<file path="src/rtl/down_count_pkg.sv">
// ---------------------------------------------------------------------------
// down_count_pkg: shared state encoding and default widths for down_count_ctrl
// Rev 1.0
// ---------------------------------------------------------------------------
`default_nettype none

package down_count_pkg;

  localparam int DCC_CNT_W = 4;
  localparam int DCC_PRE_W = 8;

  typedef enum logic [1:0] {
    DCC_IDLE = 2'd0,
    DCC_LOAD = 2'd1,
    DCC_RUN  = 2'd2,
    DCC_DONE = 2'd3
  } dcc_state_t;

endpackage

`default_nettype wire

</file>
<file path="src/rtl/down_count_ctrl_prescaler.sv">
// ---------------------------------------------------------------------------
// dcc_prescaler: divide-by-(prescale_l+1) tick generator, active only in RUN
// Rev 1.0
// ---------------------------------------------------------------------------
`default_nettype none

module dcc_prescaler
  import down_count_pkg::*;
#(
  parameter int PRE_W = DCC_PRE_W
) (
  input  logic             clk,
  input  logic             rst_n,
  input  logic             clear_i,
  input  logic             run_i,
  input  logic [PRE_W-1:0] prescale_l_i,
  output logic             tick_o
);

  logic [PRE_W-1:0] pre_cnt_q;
  logic [PRE_W-1:0] pre_cnt_d;

  assign tick_o = run_i && (pre_cnt_q == prescale_l_i);

  // Wrap on the tick edge so ticks are spaced exactly prescale_l+1 cycles.
  always_comb begin
    pre_cnt_d = pre_cnt_q;
    if (clear_i) begin
      pre_cnt_d = '0;
    end else if (run_i) begin
      pre_cnt_d = tick_o ? '0 : pre_cnt_q + PRE_W'(1);
    end
  end

  always_ff @(posedge clk or negedge rst_n) begin
    if (!rst_n) begin
      pre_cnt_q <= '0;
    end else begin
      pre_cnt_q <= pre_cnt_d;
    end
  end

endmodule

`default_nettype wire

</file>
<file path="src/rtl/down_count_ctrl.sv">
// ---------------------------------------------------------------------------
// down_count_ctrl: start/stop countdown controller driving a 4-bit down counter.
// Define DOWN_COUNT_CTRL_AUTO_RELOAD_EN to repeat runs until stop. Rev 1.0
// ---------------------------------------------------------------------------
`default_nettype none

module down_count_ctrl
  import down_count_pkg::*;
#(
  parameter int CNT_W = DCC_CNT_W,
  parameter int PRE_W = DCC_PRE_W
) (
  input  logic             clk,
  input  logic             rst_n,
  input  logic             start_i,
  input  logic             stop_i,
  input  logic [CNT_W-1:0] load_val_i,
  input  logic [PRE_W-1:0] prescale_i,
  input  logic [CNT_W-1:0] q_i,
  output logic             cnt_load_o,
  output logic [CNT_W-1:0] cnt_data_o,
  output logic             cnt_en_o,
  output logic             busy_o,
  output logic             done_o
);

  localparam logic [1:0] S_IDLE = DCC_IDLE;
  localparam logic [1:0] S_LOAD = DCC_LOAD;
  localparam logic [1:0] S_RUN  = DCC_RUN;
  localparam logic [1:0] S_DONE = DCC_DONE;

  logic [1:0]       state_q;
  logic [1:0]       state_d;
  logic [CNT_W-1:0] load_q;
  logic [CNT_W-1:0] load_d;
  logic [PRE_W-1:0] prescale_q;
  logic [PRE_W-1:0] prescale_d;
  logic             tick;

  always_comb begin
    state_d    = state_q;
    load_d     = load_q;
    prescale_d = prescale_q;
    case (state_q)
      S_IDLE: begin
        if (start_i && !stop_i) begin
          state_d    = S_LOAD;
          load_d     = load_val_i;
          prescale_d = prescale_i;
        end
      end
      S_LOAD: begin
        if (stop_i) begin
          state_d = S_IDLE;
        end else if (load_q == '0) begin
          state_d = S_DONE;
        end else begin
          state_d = S_RUN;
        end
      end
      S_RUN: begin
        if (stop_i) begin
          state_d = S_IDLE;
        end else if (q_i == '0) begin
          state_d = S_DONE;
        end
      end
      S_DONE: begin
`ifdef DOWN_COUNT_CTRL_AUTO_RELOAD_EN
        state_d = stop_i ? S_IDLE : S_LOAD;
`else
        state_d = S_IDLE;
`endif
      end
      default: state_d = S_IDLE;
    endcase
  end

  always_ff @(posedge clk or negedge rst_n) begin
    if (!rst_n) begin
      state_q    <= S_IDLE;
      load_q     <= '0;
      prescale_q <= '0;
    end else begin
      state_q    <= state_d;
      load_q     <= load_d;
      prescale_q <= prescale_d;
    end
  end

  // Counter is cleared in LOAD so the first RUN cycle starts from zero.
  dcc_prescaler #(
    .PRE_W (PRE_W)
  ) u_prescaler (
    .clk          (clk),
    .rst_n        (rst_n),
    .clear_i      (state_q == S_LOAD),
    .run_i        (state_q == S_RUN),
    .prescale_l_i (prescale_q),
    .tick_o       (tick)
  );

  assign cnt_load_o = (state_q == S_LOAD);
  assign cnt_data_o = load_q;
  assign cnt_en_o   = tick && (q_i != '0);
  assign done_o     = (state_q == S_DONE);
`ifdef DOWN_COUNT_CTRL_AUTO_RELOAD_EN
  assign busy_o     = (state_q != S_IDLE);
`else
  assign busy_o     = (state_q == S_LOAD) || (state_q == S_RUN);
`endif

endmodule

`default_nettype wire

</file>
<file path="config.mk">
export PLATFORM = sky130hd
export DESIGN_NAME = down_count_ctrl
export DESIGN_NICKNAME = d
export VERILOG_FILES = /design/src/rtl/down_count_pkg.sv /design/src/rtl/down_count_ctrl_prescaler.sv /design/src/rtl/down_count_ctrl.sv
export SDC_FILE = /design/constraint.sdc
export NUM_CORES = 1
export LEC_CHECK = 0
export ABC_AREA = 1
export BUFFER_PORTS_ARGS = -buffer_cell sky130_fd_sc_hd__buf_2
export CAP_MARGIN = 30
export CORE_UTILIZATION = 54
export CTS_CLUSTER_SIZE = 8
export DETAILED_ROUTE_END_ITERATION = 7
export GPL_TIMING_DRIVEN = 0
export PLACE_DENSITY = 0.9
export SYNTH_ARGS = -nofsm -noshare
export SYNTH_HDL_FRONTEND = slang
export SYNTH_HIERARCHICAL = 1
export SYNTH_SLANG_ARGS = --single-unit
</file>
<file path="constraint.sdc">
create_clock -name clk -period 1.75 [get_ports clk]
set_input_delay 0.2625 -clock clk [delete_from_list [all_inputs] [get_ports clk]]
set_output_delay 0.2625 -clock clk [all_outputs]
set_load 0.005 [all_outputs]
</file>
==> reports/results.txt <==
status = finished with violations
failing checks = negative setup slack
Starting Density = 0.568
commonest non-fill, non-tap cell in the layout = nand2_1
CTS H-Tree Depth = 1
die height = 52.8 µm
Longest Clk Path Bufs = 2
Root Driver = clkbuf_4
top layer in use = met3
Worst EP required = 1.49 ns
Seq cells post-synth = 22
DRC = 0
MaxCap Viol Count = 0
arrival time at the worst endpoint = 1.65 ns
num rows = 18
Critical Path Source Type = flop
IO Pins = 28
metal2 WL = 1170 µm
Final period util = 1.09
Crit Path Class = flop to primary output
Fillers = 209
Pre-antenna DRT Iters = 4
dpl ws = -0.163 ns
DR WL met3 = 76 µm
Final #Nets = 237
count of final setup violators = 1
routed vias = 1,129
layout cells sized above 1 = 0.362
Die Footprint = 2790 µm²
Max-slew headroom = 0.672
CP Capture Type = primary output
first-pass GRT wire length = 4190 µm
TritonCTS Sinks = 22
Total GRT Usage = 0.212
R2R Setup Slk = 0.16 ns
final hold violation count = 0
RSZ-0062 raised after global routing = true
GRT Residual Overflow = 0
Final Max Tran Viols = 0
ant diodes = 0
synth warn = 6
routed length per instance = 10.0 µm
Post-Synthesis Cells = 174
vias per inst = 4.70
vias in the first global route = 1,007
PnR worst setup slack = -0.158 ns
Num CTS Buffers = 3
setup tns final = -0.158 ns
largest net degree at the start of global routing = 23
HPWL Detailed = 1850 µm
DRT antenna net count = 0
Clock transition at path regs = 0.12 ns
Worst Tran Pin Value = 0.493 ns
Crit Path Max Fanout = 2
Pleak = 0.886 nW
Peak Freq = 524 MHz
width of the die = 52.8 µm
Initial DRC Count = 6
worst min path class = primary input to flop
GP Congestion = 0.833
Worst-Skew Late Latency = 0.31 ns
Port-buffer cells = 27
most frequent cells in the layout = 46 x nand2_1, 29 x inv_1, 27 x buf_2, 22 x dfrtp_1
Final min period = 1.91 ns
initial antenna violation count = 0
Syn Area/Cell = 8.02 µm²
Final Core Density = 0.676
Mapped Area = 1400 µm²
CTS tree = yes
Mapped Nets = 200
Cell Pwr Density = 1280 nW/µm²
P&R area growth vs syn = 19.0%
maximum VDD drop = 1.06 mV
final WL = 2410 µm
sequential fraction of the synthesis area = 0.395
Core Area = 2450 µm²
Synth cell types = 23
M1 WL = 1160 µm
Final Skew = 0.00309 ns
-- final timing paths --
| kind | depth (start not counted) | endpoint | startpoint |
|---|---|---|---|
| worst min-delay path | 3 | cnt_data_o[1] | load_val_i[1] |
| min in group asynchronous | 2 | state_q[1] | rst_n |
| worst max register to register | 7 | u_prescaler/pre_cnt_q[7] | state_q[1] |
| worst max-delay path | 10 | cnt_en_o | state_q[0] |
| max in group asynchronous | 2 | prescale_q[4] | rst_n |
| worst min register to register | 2 | prescale_q[0] | prescale_q[0] |
-- power by group --
| group | total, mW | internal [mW] | switching [mW] |
|---|---|---|---|
| registers | 0.816 | 0.675 | 0.141 |
| clock network | 0.286 | 0.127 | 0.159 |
| logic | 1.02 | 0.441 | 0.578 |
-- critical path, cell delays in order, from the launching register on --
cell and delay, ns:
dfrtp_1 0.42, inv_2 0.09, ha_4 0.14, inv_2 0.04, a21oi_2 0.09, nand2_1 0.06
nor2_2 0.12, nand3_4 0.09, inv_2 0.05, a21boi_2 0.13, buf_2 0.11
-- layer usage --
layer,vias up,global-route usage
li1,597,-
met1,509,0.255
met2,23,0.367
met3,0,0.0348
met4,0,0.0921
met5,-,0
-- cells by family (layout without fill, tap and decap cells) --
logic type | after synthesis | in the layout | synth area share
simple gates | 78 | 78 | 0.274
fa+ha+maj | 6 | 6 | 0.0538
xor+xnor | 7 | 7 | 0.0439
compound gates | 21 | 21 | 0.115
flops | 22 | 22 | 0.395
buf+inv | 40 | 76 | 0.118
-- layout make-up --
cell class / count / area [µm²] / share of cell area
Buffer: 2 / 22.5 / 0.0136
Inverter: 38 / 143 / 0.0859
Clock buffer: 4 / 36.3 / 0.0219
Multi-Input combinational cell: 112 / 696 / 0.419
Timing Repair Buffer: 32 / 175 / 0.106
Tap cell: 30 / 37.5 / 0.0226
Sequential cell: 22 / 551 / 0.332
-- through the flow --
stage	hold WS (ns)	cell area [µm²]	power, mW	instances
6_report	0.171	1660	2.12	240
5_1_grt	0.156	1660	2.32	240
4_1_cts	0.160	1660	2.14	240
3_5_place_dp	0.255	1570	1.80	231
3_3_place_gp	0.253	1570	1.76	231
2_1_floorplan	-0.0331	1400	1.56	174
-- repair_timing --
item,in CTS,in global routing
buffers inserted,4,0
setup endpoints to repair,1,1
pin swaps,2,1
resized for setup,6,0
hold endpoints to repair,22,0
hold buffers,1,0
-- state kept, by name (all words and copies together), names as in the netlist --
register,flops
state_q,2
prescale_q,8
cnt_data_o,4
u_prescaler/pre_cnt_q,8
-- cells in the mapped netlist, drive strengths merged --
master / instances / area (µm²)
clkinv: 1 / 3.75
o21ai: 16 / 125
inv: 37 / 139
a21oi: 4 / 27.5
nand2: 48 / 190
xor2: 7 / 61.3
ha: 6 / 75.1
a21boi: 1 / 7.51
buf: 2 / 22.5
nand3: 8 / 75.1
nor2: 21 / 111
dfrtp: 22 / 551
nand4: 1 / 6.26
(Power assumes the default switching activity.)
